File: src/rtl/approx_add_pkg.sv
// ============================================================================
// approx_add_pkg : bit-cell functions and configuration checks shared by the
//                  approximate ripple-carry adder pipeline.
// Revision 1.0
// ============================================================================
`default_nettype none

package approx_add_pkg;

    // Approximate cell: S = Y & (X | Z), Cout = X | ~Y. Result packed as {cout, s}.
    function automatic logic [1:0] approx_cell(input logic x, input logic y, input logic z);
        return {x | ~y, y & (x | z)};
    endfunction

    function automatic logic [1:0] exact_cell(input logic x, input logic y, input logic z);
        return {(x & y) | (z & (x ^ y)), x ^ y ^ z};
    endfunction

    function automatic bit seg_fits(input int width, input int stages);
        return (stages > 0) && ((width % stages) == 0);
    endfunction

endpackage

`default_nettype wire

File: src/rtl/approx_rca_seg.sv
// ============================================================================
// approx_rca_seg : combinational SEG-bit ripple segment; each bit selects the
//                  approximate or exact cell through approx_mask.
// Revision 1.0
// ============================================================================
`default_nettype none

module approx_rca_seg
    import approx_add_pkg::*;
#(
    parameter int SEG  = 8,
    parameter int BASE = 0
) (
    input  logic [SEG-1:0] a,
    input  logic [SEG-1:0] b,
    input  logic           cin,
    input  logic [SEG-1:0] approx_mask,
    output logic [SEG-1:0] sum,
    output logic           cout
);

    logic [SEG:0] w_c;

    assign w_c[0] = cin;

    for (genvar j = 0; j < SEG; j++) begin : g_bit
        assign {w_c[j+1], sum[j]} = approx_mask[j] ? approx_cell(a[j], b[j], w_c[j])
                                                   : exact_cell(a[j], b[j], w_c[j]);
    end

    assign cout = w_c[SEG];

    if ((BASE % SEG) != 0) begin : g_base_check
        $error("approx_rca_seg: BASE must be a multiple of SEG");
    end

endmodule

`default_nettype wire

File: src/rtl/approx_rca_pipe.sv
// ============================================================================
// approx_rca_pipe : pipelined approximate/exact ripple-carry adder with an
//                   exact shadow path and saturating error statistics.
// Revision 1.0
// ============================================================================
`default_nettype none

module approx_rca_pipe
    import approx_add_pkg::*;
#(
    parameter int WIDTH       = 16,
    parameter int APPROX_BITS = 8,
    parameter int STAGES      = 2,
    parameter int ERR_W       = 32
) (
    input  logic             clk,
    input  logic             rst_n,
    input  logic             in_valid,
    output logic             in_ready,
    input  logic [WIDTH-1:0] in_a,
    input  logic [WIDTH-1:0] in_b,
    input  logic             in_approx,
    output logic             out_valid,
    input  logic             out_ready,
    output logic [WIDTH:0]   out_sum,
    output logic             out_err,
    output logic [ERR_W-1:0] err_cnt,
    output logic [ERR_W-1:0] err_abs,
    input  logic             clr_stats
);

    localparam int SEG    = WIDTH / STAGES;
    localparam int LAST   = STAGES - 1;
    localparam bit CFG_OK = seg_fits(WIDTH, STAGES);
    localparam logic [WIDTH-1:0] APPROX_POS = {WIDTH{1'b1}} >> (WIDTH - APPROX_BITS);
    localparam int ACC_W  = ((ERR_W > WIDTH + 1) ? ERR_W : WIDTH + 1) + 1;
    localparam logic [ACC_W-1:0] ACC_MAX = ACC_W'({ERR_W{1'b1}});

    if (!CFG_OK) begin : g_cfg_check
        $error("approx_rca_pipe: STAGES must divide WIDTH");
    end

    // r_x[k] holds {operand A bits not yet added, sum bits already produced};
    // r_y[k] holds the same split for operand B and the exact shadow sum.
    logic [STAGES-1:0]            r_valid, r_mode, r_c, r_ec;
    logic [STAGES-1:0][WIDTH-1:0] r_x, r_y;

    logic [STAGES-1:0][WIDTH-1:0] w_xin, w_yin;
    logic [STAGES-1:0]            w_vin, w_min, w_cin, w_ecin;
    logic [STAGES-1:0][SEG-1:0]   w_s, w_es;
    logic [STAGES-1:0]            w_co, w_eco;
    logic                         w_stall;
    logic [WIDTH:0]               w_exact, w_diff;
    logic [ACC_W-1:0]             w_cnt_next, w_abs_next;
    logic [ERR_W-1:0]             r_err_cnt, r_err_abs;

    function automatic logic [WIDTH-1:0] seg_field(input int k);
        return WIDTH'({SEG{1'b1}}) << (k * SEG);
    endfunction

    for (genvar k = 0; k < STAGES; k++) begin : g_stage
        if (k == 0) begin : g_head
            assign w_xin[k] = in_a;
            assign w_yin[k] = in_b;
            assign w_vin[k] = in_valid;
            assign w_min[k] = in_approx;
            assign w_cin[k] = 1'b0;
            assign w_ecin[k] = 1'b0;
        end else begin : g_body
            assign w_xin[k] = r_x[k-1];
            assign w_yin[k] = r_y[k-1];
            assign w_vin[k] = r_valid[k-1];
            assign w_min[k] = r_mode[k-1];
            assign w_cin[k] = r_c[k-1];
            assign w_ecin[k] = r_ec[k-1];
        end

        approx_rca_seg #(.SEG(SEG), .BASE(k * SEG)) u_main (
            .a           (w_xin[k][k*SEG +: SEG]),
            .b           (w_yin[k][k*SEG +: SEG]),
            .cin         (w_cin[k]),
            .approx_mask ({SEG{w_min[k]}} & APPROX_POS[k*SEG +: SEG]),
            .sum         (w_s[k]),
            .cout        (w_co[k])
        );

        approx_rca_seg #(.SEG(SEG), .BASE(k * SEG)) u_shadow (
            .a           (w_xin[k][k*SEG +: SEG]),
            .b           (w_yin[k][k*SEG +: SEG]),
            .cin         (w_ecin[k]),
            .approx_mask ({SEG{1'b0}}),
            .sum         (w_es[k]),
            .cout        (w_eco[k])
        );
    end

    assign w_stall  = r_valid[LAST] & ~out_ready;
    assign in_ready = ~w_stall;

    always_ff @(posedge clk) begin
        if (!rst_n) begin
            r_valid <= '0;
            r_mode  <= '0;
            r_c     <= '0;
            r_ec    <= '0;
            r_x     <= '0;
            r_y     <= '0;
        end else if (!w_stall) begin
            for (int k = 0; k < STAGES; k++) begin
                r_valid[k] <= w_vin[k];
                r_mode[k]  <= w_min[k];
                r_c[k]     <= w_co[k];
                r_ec[k]    <= w_eco[k];
                r_x[k]     <= (w_xin[k] & ~seg_field(k)) | (WIDTH'(w_s[k]) << (k * SEG));
                r_y[k]     <= (w_yin[k] & ~seg_field(k)) | (WIDTH'(w_es[k]) << (k * SEG));
            end
        end
    end

    assign out_valid = r_valid[LAST];
    assign out_sum   = {r_c[LAST], r_x[LAST]};
    assign w_exact   = {r_ec[LAST], r_y[LAST]};
    assign out_err   = r_mode[LAST] & (out_sum != w_exact);
    assign w_diff    = (out_sum >= w_exact) ? (out_sum - w_exact) : (w_exact - out_sum);

    // Accumulators are widened by one bit beyond both operands so overflow
    // shows up as a value above the all-ones limit.
    assign w_cnt_next = ACC_W'(r_err_cnt) + ACC_W'(out_err);
    assign w_abs_next = ACC_W'(r_err_abs) + ACC_W'(w_diff);

    always_ff @(posedge clk) begin
        if (!rst_n || clr_stats) begin
            r_err_cnt <= '0;
            r_err_abs <= '0;
        end else if (out_valid && out_ready) begin
            r_err_cnt <= (w_cnt_next > ACC_MAX) ? {ERR_W{1'b1}} : w_cnt_next[ERR_W-1:0];
            r_err_abs <= (w_abs_next > ACC_MAX) ? {ERR_W{1'b1}} : w_abs_next[ERR_W-1:0];
        end
    end

    assign err_cnt = r_err_cnt;
    assign err_abs = r_err_abs;

endmodule

`default_nettype wire
File: config.mk
export PLATFORM = sky130hd
export DESIGN_NAME = approx_rca_pipe
export DESIGN_NICKNAME = d
export VERILOG_FILES = /design/src/rtl/approx_add_pkg.sv /design/src/rtl/approx_rca_seg.sv /design/src/rtl/approx_rca_pipe.sv
export SDC_FILE = /design/constraint.sdc
export NUM_CORES = 1
export LEC_CHECK = 0
export CAP_MARGIN = 20
export CORE_ASPECT_RATIO = 1.4
export CORE_UTILIZATION = 58
export CTS_CLUSTER_DIAMETER = 120
export DETAILED_ROUTE_END_ITERATION = 10
export PLACE_DENSITY = 0.82
export REMOVE_ABC_BUFFERS = 1
export SKIP_CTS_REPAIR_TIMING = 1
export SLEW_MARGIN = 20
export SYNTH_ARGS = -nofsm -noshare
export SYNTH_HDL_FRONTEND = slang
export SYNTH_HIERARCHICAL = 1
export SYNTH_SLANG_ARGS = --single-unit
export TNS_END_PERCENT = 30
File: constraint.sdc
create_clock -name clk -period 5.96 [get_ports clk]
set_input_delay 1.192 -clock clk [delete_from_list [all_inputs] [get_ports clk]]
set_output_delay 1.192 -clock clk [all_outputs]
set_load 0.1 [all_outputs]
## Word level (Yosys, flattened, before mapping)

Cells that the tools add are included.
W data, S select, Z words.

- Logic and storage cells: 192
- Output and inout port bits: 84
- Input bits: 38
- Flip-flop bits (word level): 136

- Reduce and logical (&&, ||, !) cells: 3
- Bitwise logic cells: 160
- Muxes and demuxes: 11
- $lt $le $gt $ge: 3
- Add/sub/neg operators: 4
- Equality and inequality tests: 1

Operators with widths:

| cell | number |
|---|---|
| $gt A33 B32 Y1 const B | 2 |
| $mux W32 | 2 |
| $and A1 B1 Y1 | 55 |
| $xor A1 B1 Y1 | 46 |
| $or A1 B1 Y1 | 45 |
| $sub A17 B17 Y17 | 2 |
| $add A32 B1 Y33 | 1 |
| $add A32 B17 Y33 | 1 |
| $or A16 B8 Y16 | 2 |
| $or A8 B16 Y16 | 2 |
| $ge A17 B17 Y1 | 1 |
| $mux W17 | 1 |
| $ne A17 B17 Y1 | 1 |
| $mux W2 | 8 |
| $not A1 Y1 | 10 |
| $logic_and A1 B1 Y1 | 1 |
| $logic_not A1 Y1 | 1 |
| $logic_or A1 B1 Y1 | 1 |

## Logic depth before layout (Yosys ltp)

Gate-level depths: netlist of the first run.

- Word-level depth: 25
- Mapped depth: 23
- Mapped depth without buffers: 23

## Cells and area by module

Netlist of the first run, hierarchy kept.

Modules (own cells, without submodules):

| module | sequential area each (um^2) | times used | cells an instance | area an instance (um^2) |
|---|---|---|---|---|
| approx_rca_pipe | 2722.6 | 1 | 1020 | 8134.1 |
| approx_rca_seg at g_stage[0].u_main ... | 0.0 | 3 | 63 | 555.5 |
| approx_rca_seg at g_stage[1].u_shadow | 0.0 | 1 | 63 | 558.0 |

## Worst setup path after synthesis of the first run

Ideal clock, no wire load.

- Path kind: register to register
- From: register r_x (netlist bit out_sum[4])
- To: register r_err_cnt[25] (netlist: err_cnt[25])
- Slack: 254 ps
- Clock period less this slack: 5706 ps
- Buffers on the path: 2
- Setup time: 68 ps
- Arrival time: 5639 ps
- Data required time: 5892 ps
- Stages on the path, launching flop included: 17
- Cells stage by stage: dfxtp_1 > inv_1 > ha_1 > clkbuf_1 > nand4_1 > nor4_1 > a21boi_0 > ha_1 > ha_1 > nand3_1 > nor4_1 > nand3_1 > or3_1 > buf_2 > a211oi_1 > a21oi_1 > nor2_1

- Cells in the longest elaborated chain, start to end: 5

RTL lines:

| what | line | source |
|---|---|---|
| from (decl) | approx_rca_pipe.sv:46 | `logic [STAGES-1:0][WIDTH-1:0] r_x, r_y;` |
| from (signal, indexed assignment) | approx_rca_pipe.sv:114 | `r_x[k] <= (w_xin[k] & ~seg_field(k)) \| (WIDTH'(w_s[k]) << (k * SEG));` |
| $ne A17 B17 Y1 (*) | approx_rca_pipe.sv:123 | `assign out_err = r_mode[LAST] & (out_sum != w_exact);` |
| $and A1 B1 Y1 (*) | approx_rca_pipe.sv:123 |  |
| via out_err | approx_rca_pipe.sv:26 | `output logic out_err,` |
| $add A32 B1 Y33 (*) | approx_rca_pipe.sv:128 | `assign w_cnt_next = ACC_W'(r_err_cnt) + ACC_W'(out_err);` |
| $gt A33 B32 Y1 | approx_rca_pipe.sv:136 | `r_err_cnt <= (w_cnt_next > ACC_MAX) ? {ERR_W{1'b1}} : w_cnt_next[ERR_W-1:0];` |
| $mux W32 (*) | approx_rca_pipe.sv:136 |  |
| to (signal assigned) | approx_rca_pipe.sv:136 |  |
| to (decl) | approx_rca_pipe.sv:55 | `logic [ERR_W-1:0] r_err_cnt, r_err_abs;` |

Mark *: on every way through the listed nets, which the timed path passes. The rest lies on a longest branch.
A chain may end at the register's enable or synchronous reset.

==> results.cfg, run 1 <==
[outcome]
status = finished clean

[logic_synthesis]
synthSimpleGateAreaFrac_pct = 16.5
synth_area_um2 = 10400
synth.avg_cell_area_um2 = 8.14
synth_edf_count = 0
synth.distinct_cells = 74
synthCells = 1272
postSynth.asyncResetShare_pct = 0
synth_seq_cells = 136
synthMuxAreaShare_pct = 5.34
yosys_warnings = 6
synth_top_family_by_area = compound AO/OA/AOI/OAI gates
synth-adder-area-share_pct = 16.9
synth.yosys.seq_area_share_pct = 26.3
synth_compound_area_share_pct = 23.9
synth_xor_xnor_area_share_pct = 3.30
postSynth.topFlopCell = dfxtp_1

[layout]
syn2layout_area_growth_pct = 22.0
multiInputGateArea_um2 = 7150
final_layout_size_suffix_gt1_share_pct = 8.25
ff_latch_area_um2 = 2720
fin_nets = 1599
nFillCells = 1412
fin_util_pct = 72.6
antenna_cells = 0
fin_cells = 1691

[clock_tree]
clock_sinks = 136
root_buffer = clkbuf_16
cts_tree = yes
cts_max_path_buffers = 2
h-tree-depth = 4
clk_latency_ns = 0.43
numCtsBuffers = 17
clkTransAtPathRegs_ns = 0.06

[drt]
drtIter0Drc = 664
wl_per_cell_um = 13.8
drcViolationCount = 0
drt_pass1_iterations = 6
wl_um = 23400
vias_per_cell = 5.41
via_count = 9141
ant_nets = 0

[flow_run]
maxCapViolCount = 0

[critical_path]
crit_type = input port to flop
crit_required_ns = 6.31
worst_setup_path_end_kind = flop
critPathArrivalTime_ns = 5.92
startpoint_type = input port
crit_fanout = 3

[power_and_ir_drop]
powerDensity_nw_per_um2 = 265
p_leak_nw = 5.24
vdd_drop_max_v = 0.000195

[timing]
finalSetupViolations = 0
clock_skew_ns = 0.00932
slew_viol_final = 0
worstMarginPinSlew_ns = 1.04
relSlewSlack_pct = 30.6
period_needed_ns = 5.56
fmax_ghz = 0.180
grt_setup_unrepaired = false
hold_viol = 0
min_period_over_period_pct = 93.3

[die]
core-area_um2 = 17400
chipWidth_um = 115
die_area_um2 = 18400
rows = 57
die_h_um = 160
io_pins = 122
start_util_pct = 59.5

[grt]
antenna_found_initial = 0
grt_max_degree = 75
overflow = 0
grt_usage_pct = 26.7
grt_pass1_wl_um = 40100
grt_pass1_vias = 8891

[place]
port_buffers = 121
hpwl_um = 16800
routabilityCongestion = 0.871
place_inst = 1659

[hold_path]
min_path_type = flop to flop
-- layer usage --
metal / track usage [%] / part of all wire (%)
met5: 0 / 0
met4: 11.3 / 2.9
met3: 4.17 / 3.5
met2: 48.5 / 52
met1: 30.5 / 42
-- flip-flops by register name, summed over array words and instances, names as in the netlist --
register	count
err_abs	32
err_cnt	32
out_sum	16
r_c	2
r_ec	2
r_mode	2
r_valid	2
r_x	16
r_y	32
-- per-stage QoR --
step	hold slack, ns	instance area, um^2	setup TNS, ns	setup slack, ns	total power, W
after floorplan	0.437	10300	-7.02	-0.512	0.00187
after global placement	0.450	11900	-1.07	-0.309	0.00210
after detailed placement	0.456	11900	-2.01	-0.483	0.00213
after CTS	0.464	12600	-0.124	-0.0660	0.00335
after global routing	0.487	12600	0	0.0353	0.00353
final	0.462	12600	0	0.399	0.00335
-- path summary, 6_finish.rpt --
path | slack [ns] | start | endpoint | cells past startpoint
max | 0.40 | in_a[0] | r_y[7] | 24
min | 0.46 | r_mode[1] | r_mode[1] | 2
max reg2reg | 0.58 | r_x[8] | r_y[31] | 23
min reg2reg | 0.46 | r_mode[1] | r_mode[1] | 2
-- cell type report --
class | count | share of cell area, %
clock inverter | 14 | 1.94
multi-input combinational | 1031 | 56.6
sequential | 136 | 21.5
timing repair buffer | 139 | 10.6
clock buffer | 18 | 3.48
tap | 236 | 2.34
inverter | 117 | 3.48
-- power breakdown --
group	switching [W]	internal, W	leakage, nW
logic	0.000659	0.000467	3.81
registers	0.0000455	0.000953	1.11
clock network	0.000425	0.000798	0.319
-- kinds of logic after synthesis --
logic type	count (synthesis)
simple gates	367
buf+inv	188
compound gates	372
flops	136
mux	50
xor+xnor	39
fa+ha+maj	119
other cells	1
-- Yosys cell counts, types with 5 or more instances --
master	number	share of area (%)
inv_1	116	4.2
a21oi_2	6	0.51
nor4_1	6	0.36
and3_1	11	0.66
a21boi_0	73	5.3
clkbuf_1	41	1.5
buf_4	18	1.3
nand2b_1	16	0.97
o21bai_1	12	0.87
a31oi_1	14	0.85
o21a_1	6	0.43
mux2_2	26	2.8
a21oi_1	100	4.8
o211ai_1	5	0.36
o31a_1	20	1.7
or3_1	5	0.30
nand2_1	195	7.1
buf_2	9	0.43
nand3_1	23	1.1
a21o_1	14	1.0
nor3_1	9	0.43
fa_1	35	6.8
xor2_1	17	1.4
dfxtp_1	136	26
o21ai_1	5	0.24
nand4_1	11	0.66
xnor2_1	22	1.9
nor2_1	53	1.9
mux2i_1	20	1.9
a211oi_1	11	0.80
nor2b_1	12	0.72
o21ai_0	72	3.5
a311oi_2	7	1.0
ha_1	84	10
-- cell usage in the layout, fill, tap and decap left out, types with 16 or more instances in the layout --
master and instances:
a21boi_0 72, a21oi_1 98, buf_4 19, clkbuf_16 17, clkdlybuf4s50_1 117, conb_1 84
dfxtp_1 136, fa_1 35, ha_1 84, inv_1 116, mux2_2 26, mux2i_1 20
nand2_1 195, nand2b_1 16, nand3_1 23, nor2_1 53, o21ai_0 71, o31a_1 20
xnor2_1 22, xor2_1 17
-- worst max-delay path, cell delays in order --
cell and delay [ns]:
dlymetal6s2s_1 0.18, fa_1 0.42, nor2_1 0.10, a21oi_1 0.07, fa_1 0.38, nor2_1 0.12
a21oi_1 0.07, fa_1 0.36, nand2b_1 0.07, o21ai_0 0.12, fa_1 0.37, nor2_1 0.10
a21oi_1 0.06, fa_1 0.36, nand2b_1 0.07, o21ai_0 0.13, fa_1 0.41, a21oi_2 0.18
fa_1 0.19, mux2_4 0.17, fa_1 0.41, o21bai_1 0.13, nand2_1 0.06, a21boi_0 0.17
No activity file was read; power rests on OpenSTA's default activity.
==> inputs of run 2 (changes only) <==
--- a/config.mk
+++ b/config.mk
@@ -5,13 +5,11 @@
 export SDC_FILE = /design/constraint.sdc
 export NUM_CORES = 1
 export LEC_CHECK = 0
-export CAP_MARGIN = 20
 export CORE_ASPECT_RATIO = 1.4
 export CORE_UTILIZATION = 58
 export CTS_CLUSTER_DIAMETER = 120
 export DETAILED_ROUTE_END_ITERATION = 10
 export PLACE_DENSITY = 0.82
-export REMOVE_ABC_BUFFERS = 1
 export SKIP_CTS_REPAIR_TIMING = 1
 export SLEW_MARGIN = 20
 export SYNTH_ARGS = -nofsm -noshare
==> run 2 against run 1 <==
  * Worst setup slack got worse by 0.020 ns
  * Non-clock buffer count is 1 lower
  * Power decreased by 8.0%
==> results.cfg, run 2 (same netlist as run 1, synthesis figures left out) <==
[hold_path]
hold_depth = 2
min_path_type = flop to flop

[place]
placed_area_um2 = 11900
port_buffers = 121
place_worst_setup_slack_ns = -0.457
hpwl_um = 18100
routabilityCongestion = 0.880

[die]
die_area_um2 = 18400
die_h_um = 160
start_util_pct = 59.5
core-area_um2 = 17400
io_pins = 122
chipWidth_um = 115
rows = 57

[clock_tree]
root_buffer = clkbuf_16
clk_latency_ns = 0.43
numCtsBuffers = 17
h-tree-depth = 4
cts_tree = yes
clkTransAtPathRegs_ns = 0.06
cts_max_path_buffers = 2
clock_sinks = 136

[timing]
clock_skew_ns = 0.00974
worstMarginPinSlew_ns = 1.05
relSlewSlack_pct = 29.9
slew_viol_final = 0
hold_viol = 0
whs_ns = 0.461
min_period_over_period_pct = 93.6
period_needed_ns = 5.58
finalSetupViolations = 0
fmax_ghz = 0.179
fin_ws_ns = 0.379

[layout]
final_common_cell = nand2_1
nFillCells = 1428
antenna_cells = 0
most-common-layout-cells = nand2_1 (195), dfxtp_1 (136), clkdlybuf4s50_1 (117)
stdcell_area_um2 = 12500
final_layout_size_suffix_gt1_share_pct = 7.85
fin_nets = 1598
syn2layout_area_growth_pct = 20.4
fin_util_pct = 71.7

[drt]
drt_pass1_iterations = 5
dr_wl_met2_um = 12700
wl_met3_um = 801
vias_per_cell = 5.48
ant_nets = 0
wl_um = 24300
via_count = 9251
wl_met1_um = 9950
top_layer_used = met4
drtIter0Drc = 547
drcViolationCount = 0
wl_per_cell_um = 14.4

[power_and_ir_drop]
pwr-share-clk_pct = 30.5
p_sw_share_pct = 36.1
p_leak_nw = 5.16
power_w = 0.00308
seq_power_share_pct = 32.5
combPwrFrac_pct = 37.0
vdd_drop_max_v = 0.000237
powerDensity_nw_per_um2 = 247
power_switching_w = 0.00111
p_int_w = 0.00197

[flow_run]
maxCapViolCount = 0

[outcome]
status = finished clean

[grt]
grt_max_degree = 75
grt_usage_pct = 27.1
overflow = 0
grt_pass1_vias = 8930
grt_pass1_wl_um = 40200
antenna_found_initial = 0

[critical_path]
startpoint_type = input port
crit_fanout = 3
crit_required_ns = 6.31
critPathArrivalTime_ns = 5.93
reg2regPathDepth = 23
crit_type = input port to flop
worst_setup_path_end_kind = flop
## run 2: cell types whose count changed in the layout (fill, tap and decap cells not counted), sizes merged
cell      previous run  this run
bufinv               6         0
clkbuf              18        24
clkinv               3         2
clkinvlp             4         3
buf                 20        19
## run 2: final timing paths
path / from / to / slack, ns
worst max-delay path: in_a[0] / r_x[7] / 0.38
worst min-delay path: r_ec[1] / r_ec[1] / 0.46
worst max register to register: r_x[8] / out_sum[15] / 0.66
worst min register to register: r_ec[1] / r_ec[1] / 0.46
## run 2: power by group through the flow
| stage | clock (W) | sequential (W) | combinational, W |
|---|---|---|---|
| 4_1_cts | 0.000951 | 0.00100 | 0.00113 |
| 6_report | 0.000940 | 0.00100 | 0.00114 |
| 5_1_grt | 0.000989 | 0.00101 | 0.00126 |
| 2_1_floorplan | 0 | 0.00103 | 0.000873 |
| 3_3_place_gp | 0 | 0.00102 | 0.00110 |
| 3_5_place_dp | 0 | 0.00102 | 0.00112 |
## run 2: layer usage
layer  track usage, %  vias to the layer above
li1                 -                     4591
met1             30.0                     4357
met2             49.9                      243
met3             3.76                       60
met4             13.1                        0
met5                0                        -
## run 2: per-stage QoR
stage	TNS [ns]	cells
6_report	0	1688
3_3_place_gp	-1.08	1658
3_5_place_dp	-2.00	1658
2_1_floorplan	0	1355
5_1_grt	-0.00277	1688
4_1_cts	-0.0352	1688
## run 2: critical path, cell delays in order
cell	delay, ns
dlymetal6s2s_1	0.18
fa_1	0.44
nor2_1	0.11
a21oi_1	0.07
fa_1	0.37
nor2_1	0.11
a21oi_1	0.07
fa_1	0.37
nand2b_1	0.07
o21ai_0	0.12
fa_1	0.38
nor2_1	0.11
a21oi_1	0.07
fa_1	0.38
nand2b_1	0.07
o21ai_0	0.12
fa_1	0.40
a21oi_2	0.18
fa_1	0.19
mux2_4	0.15
fa_1	0.40
o21bai_1	0.13
nand2_1	0.06
a21boi_0	0.19
## run 2: area by class of cell
class | instances | area [um^2] | share of cell area, %
repair buffers | 138 | 1340 | 10.7
clock buffers | 24 | 472 | 3.78
flip-flops and latches | 136 | 2720 | 21.8
inverters | 117 | 439 | 3.52
well taps | 236 | 295 | 2.37
clock inverters | 6 | 45.0 | 0.361
multi-input cells | 1031 | 7160 | 57.4
==> edit (settings of run 1) <==
`WIDTH`: 16 -> 32.
--- a/src/rtl/approx_rca_pipe.sv
+++ b/src/rtl/approx_rca_pipe.sv
@@ -10,3 +10,3 @@
 #(
-    parameter int WIDTH       = 16,
+    parameter int WIDTH       = 32,
     parameter int APPROX_BITS = 8,
Ports: changed (resized in_a, in_b and out_sum); port bits go from 122 to 170. The function was not compared with the original's and may differ.
==> edit against run 1 <==
- the flow now finishes with violations (negative setup slack)
- routed wire length up 110%
- worst hold slack worse by 0.0033 ns
- design area up 81%
- area after synthesis up 70%
- critical path type unchanged
- sequential cell count up 64
- sequential share of layout area down 4.0 points
- largest cell class unchanged
- core utilization up 3.9 points
- power up 74%
- worst setup slack worse by 3.7 ns
==> edit: results (changes against run 1) <==
global_routing:
  grt_util_met2_pct: 56.6  # +8.0 points
  grt_util_met3_pct: 4.43  # +0.26 points
  grt_pass1_wl_um: 77700  # +94%
  grt_max_degree: 92  # +23%
  grt_use_met1_pct: 33.8  # +3.3 points
  grt_usage_pct: 30.3  # +3.6 points
routing:
  vias: 17236  # +89%
  drt_iter0_drc: 1019  # +53%
  dr_wl_met2_um: 25600  # +110%
  met1_length_um: 18900  # +94%
  top_layer: "met4"
  drt_pass1_iterations: 8  # +2
  vias_per_cell: 5.55  # +2.7%
  wl_met3_um: 2230  # +170%
  wl_um: 48400  # +110%
synthesis:
  yosys-mux-area-fraction_pct: 4.45  # -0.89 points
  synthAdderAreaFrac_pct: 19.2  # +2.3 points
  synth_area_leaders: "dfxtp_1 23%, ha_1 12%, fa_1 7.6%"
  synth_compound_area_share_pct: 26.3  # +2.4 points
  synth_common_cells: "357 x nand2_1, 217 x inv_1, 200 x dfxtp_1, 163 x ha_1, 146 x a21oi_1"
  synthesis.area_um2: 17600  # +70%
  synthDistinctLibCells: 69  # -6.8%
  synth.avg_cell_area_um2: 7.96  # -2.3%
layout:
  final.fill_count: 2065  # +46%
  diodes: 0  # unchanged
  nets: 3006  # +88%
  nClkBuffers: 17  # -1
  sh_seq_area_pct: 17.5  # -4.0 points
  nNonClkInverters: 219  # +87%
  nNonClkBuffers: 426  # +210%
  drive_gt1_share_pct: 20.2  # +12 points
  final-clk-cell-share_pct: 2.63  # -2.8 points
  bufAreaShareNonClock_pct: 15.9  # +5.3 points
  nFlopsAndLatches: 200  # +47%
  multi_input_comb_area_um2: 13300  # +86%
  multi_input_gates: 1842  # +79%
  final_area_um2: 22900  # +81%
  regMostFlops: "r_y"
sta:
  period_needed_ns: 9.23  # +3.67 ns
  finalSetupViolations: 64  # +64
  setup_ws_ns: -3.27  # -3.67 ns
  worst_slew_pin_slew_ns: 1.11  # +0.0757 ns
  finalClockSkew_ns: 0.0213  # +0.0120 ns
place:
  routabilityCongestion: 0.948  # +8.9%
  port_buffers: 169  # +40%
  place_area_um2: 21600  # +81%
  dp_hpwl_um: 35300  # +110%
power:
  p_leak_nw: 10.1  # +92%
  peakVddDrop_mv: 0.211  # +8.1%
outcome:
  status: "finished with violations"
  violations: "negative setup slack"
critical_path:
  rrSetupSlack_ns: -2.95  # -3.53 ns
  timing.critical_path.to: "r_y[15]"
  r2r_start: "r_x[16]"
  r2r_cells: 48  # +110%
  startpoint: "in_a[0]"
  slowest_stage: "fa_2"
  r2r-end: "r_y[63]"
clocking:
  path_clk_slew_ns: 0.09  # +0.03 ns
  clock_latency_ns: 0.47  # +0.04 ns
## edit: cell types whose count changed in the layout (fill, tap and decap cells not counted), sizes merged, moves of 45 or more
cell,run 1,this run
ha,84,163
dfxtp,136,200
clkdlybuf4s50,117,164
nor2,55,103
a21boi,74,137
a21oi,106,151
buf,20,261
nand2,195,357
conb,84,182
inv,118,225
## edit: stage by stage
stage | worst slack (ns) | setup TNS, ns
after floorplan | -4.00 | -501.58
after global placement | -4.91 | -104.17
after detailed placement | -5.38 | -114.40
after CTS | -4.92 | -106.08
after global routing | -3.68 | -86.75
final | -3.27 | -65.12
## edit: power breakdown
| group | leakage (nW) | internal [mW] | total [mW] | switching, mW |
|---|---|---|---|---|
| clock | 0.287 | 0.568 | 1.21 | 0.642 |
| combinational | 8.15 | 1.36 | 3.11 | 1.75 |
| sequential | 1.64 | 1.42 | 1.50 | 0.0791 |
| total | 10.1 | 3.35 | 5.82 | 2.47 |
## edit: worst max-delay path: cells and delay by family
family | cells | cell delay, ns
buffers and inverters | 1 | 0.10
adder cells (fa/ha/maj) | 16 | 5.43
AND/OR/NAND/NOR | 14 | 1.36
multiplexers | 1 | 0.16
AO/OA/AOI/OAI | 16 | 1.39
## edit: worst min-delay path by stage
| stage | start | end | slack [ns] | cells past startpoint |
|---|---|---|---|---|
| after CTS | r_y[8] | r_y[8] | 0.47 | 2 |
| final | r_y[15] | r_y[15] | 0.46 | 2 |
| after floorplan | r_mode[1] | r_mode[1] | 0.44 | 2 |
| after global placement | r_mode[1] | r_mode[1] | 0.45 | 2 |
| after global routing | r_y[15] | r_y[15] | 0.47 | 2 |
| after detailed placement | r_y[9] | r_y[41] | 0.46 | 2 |
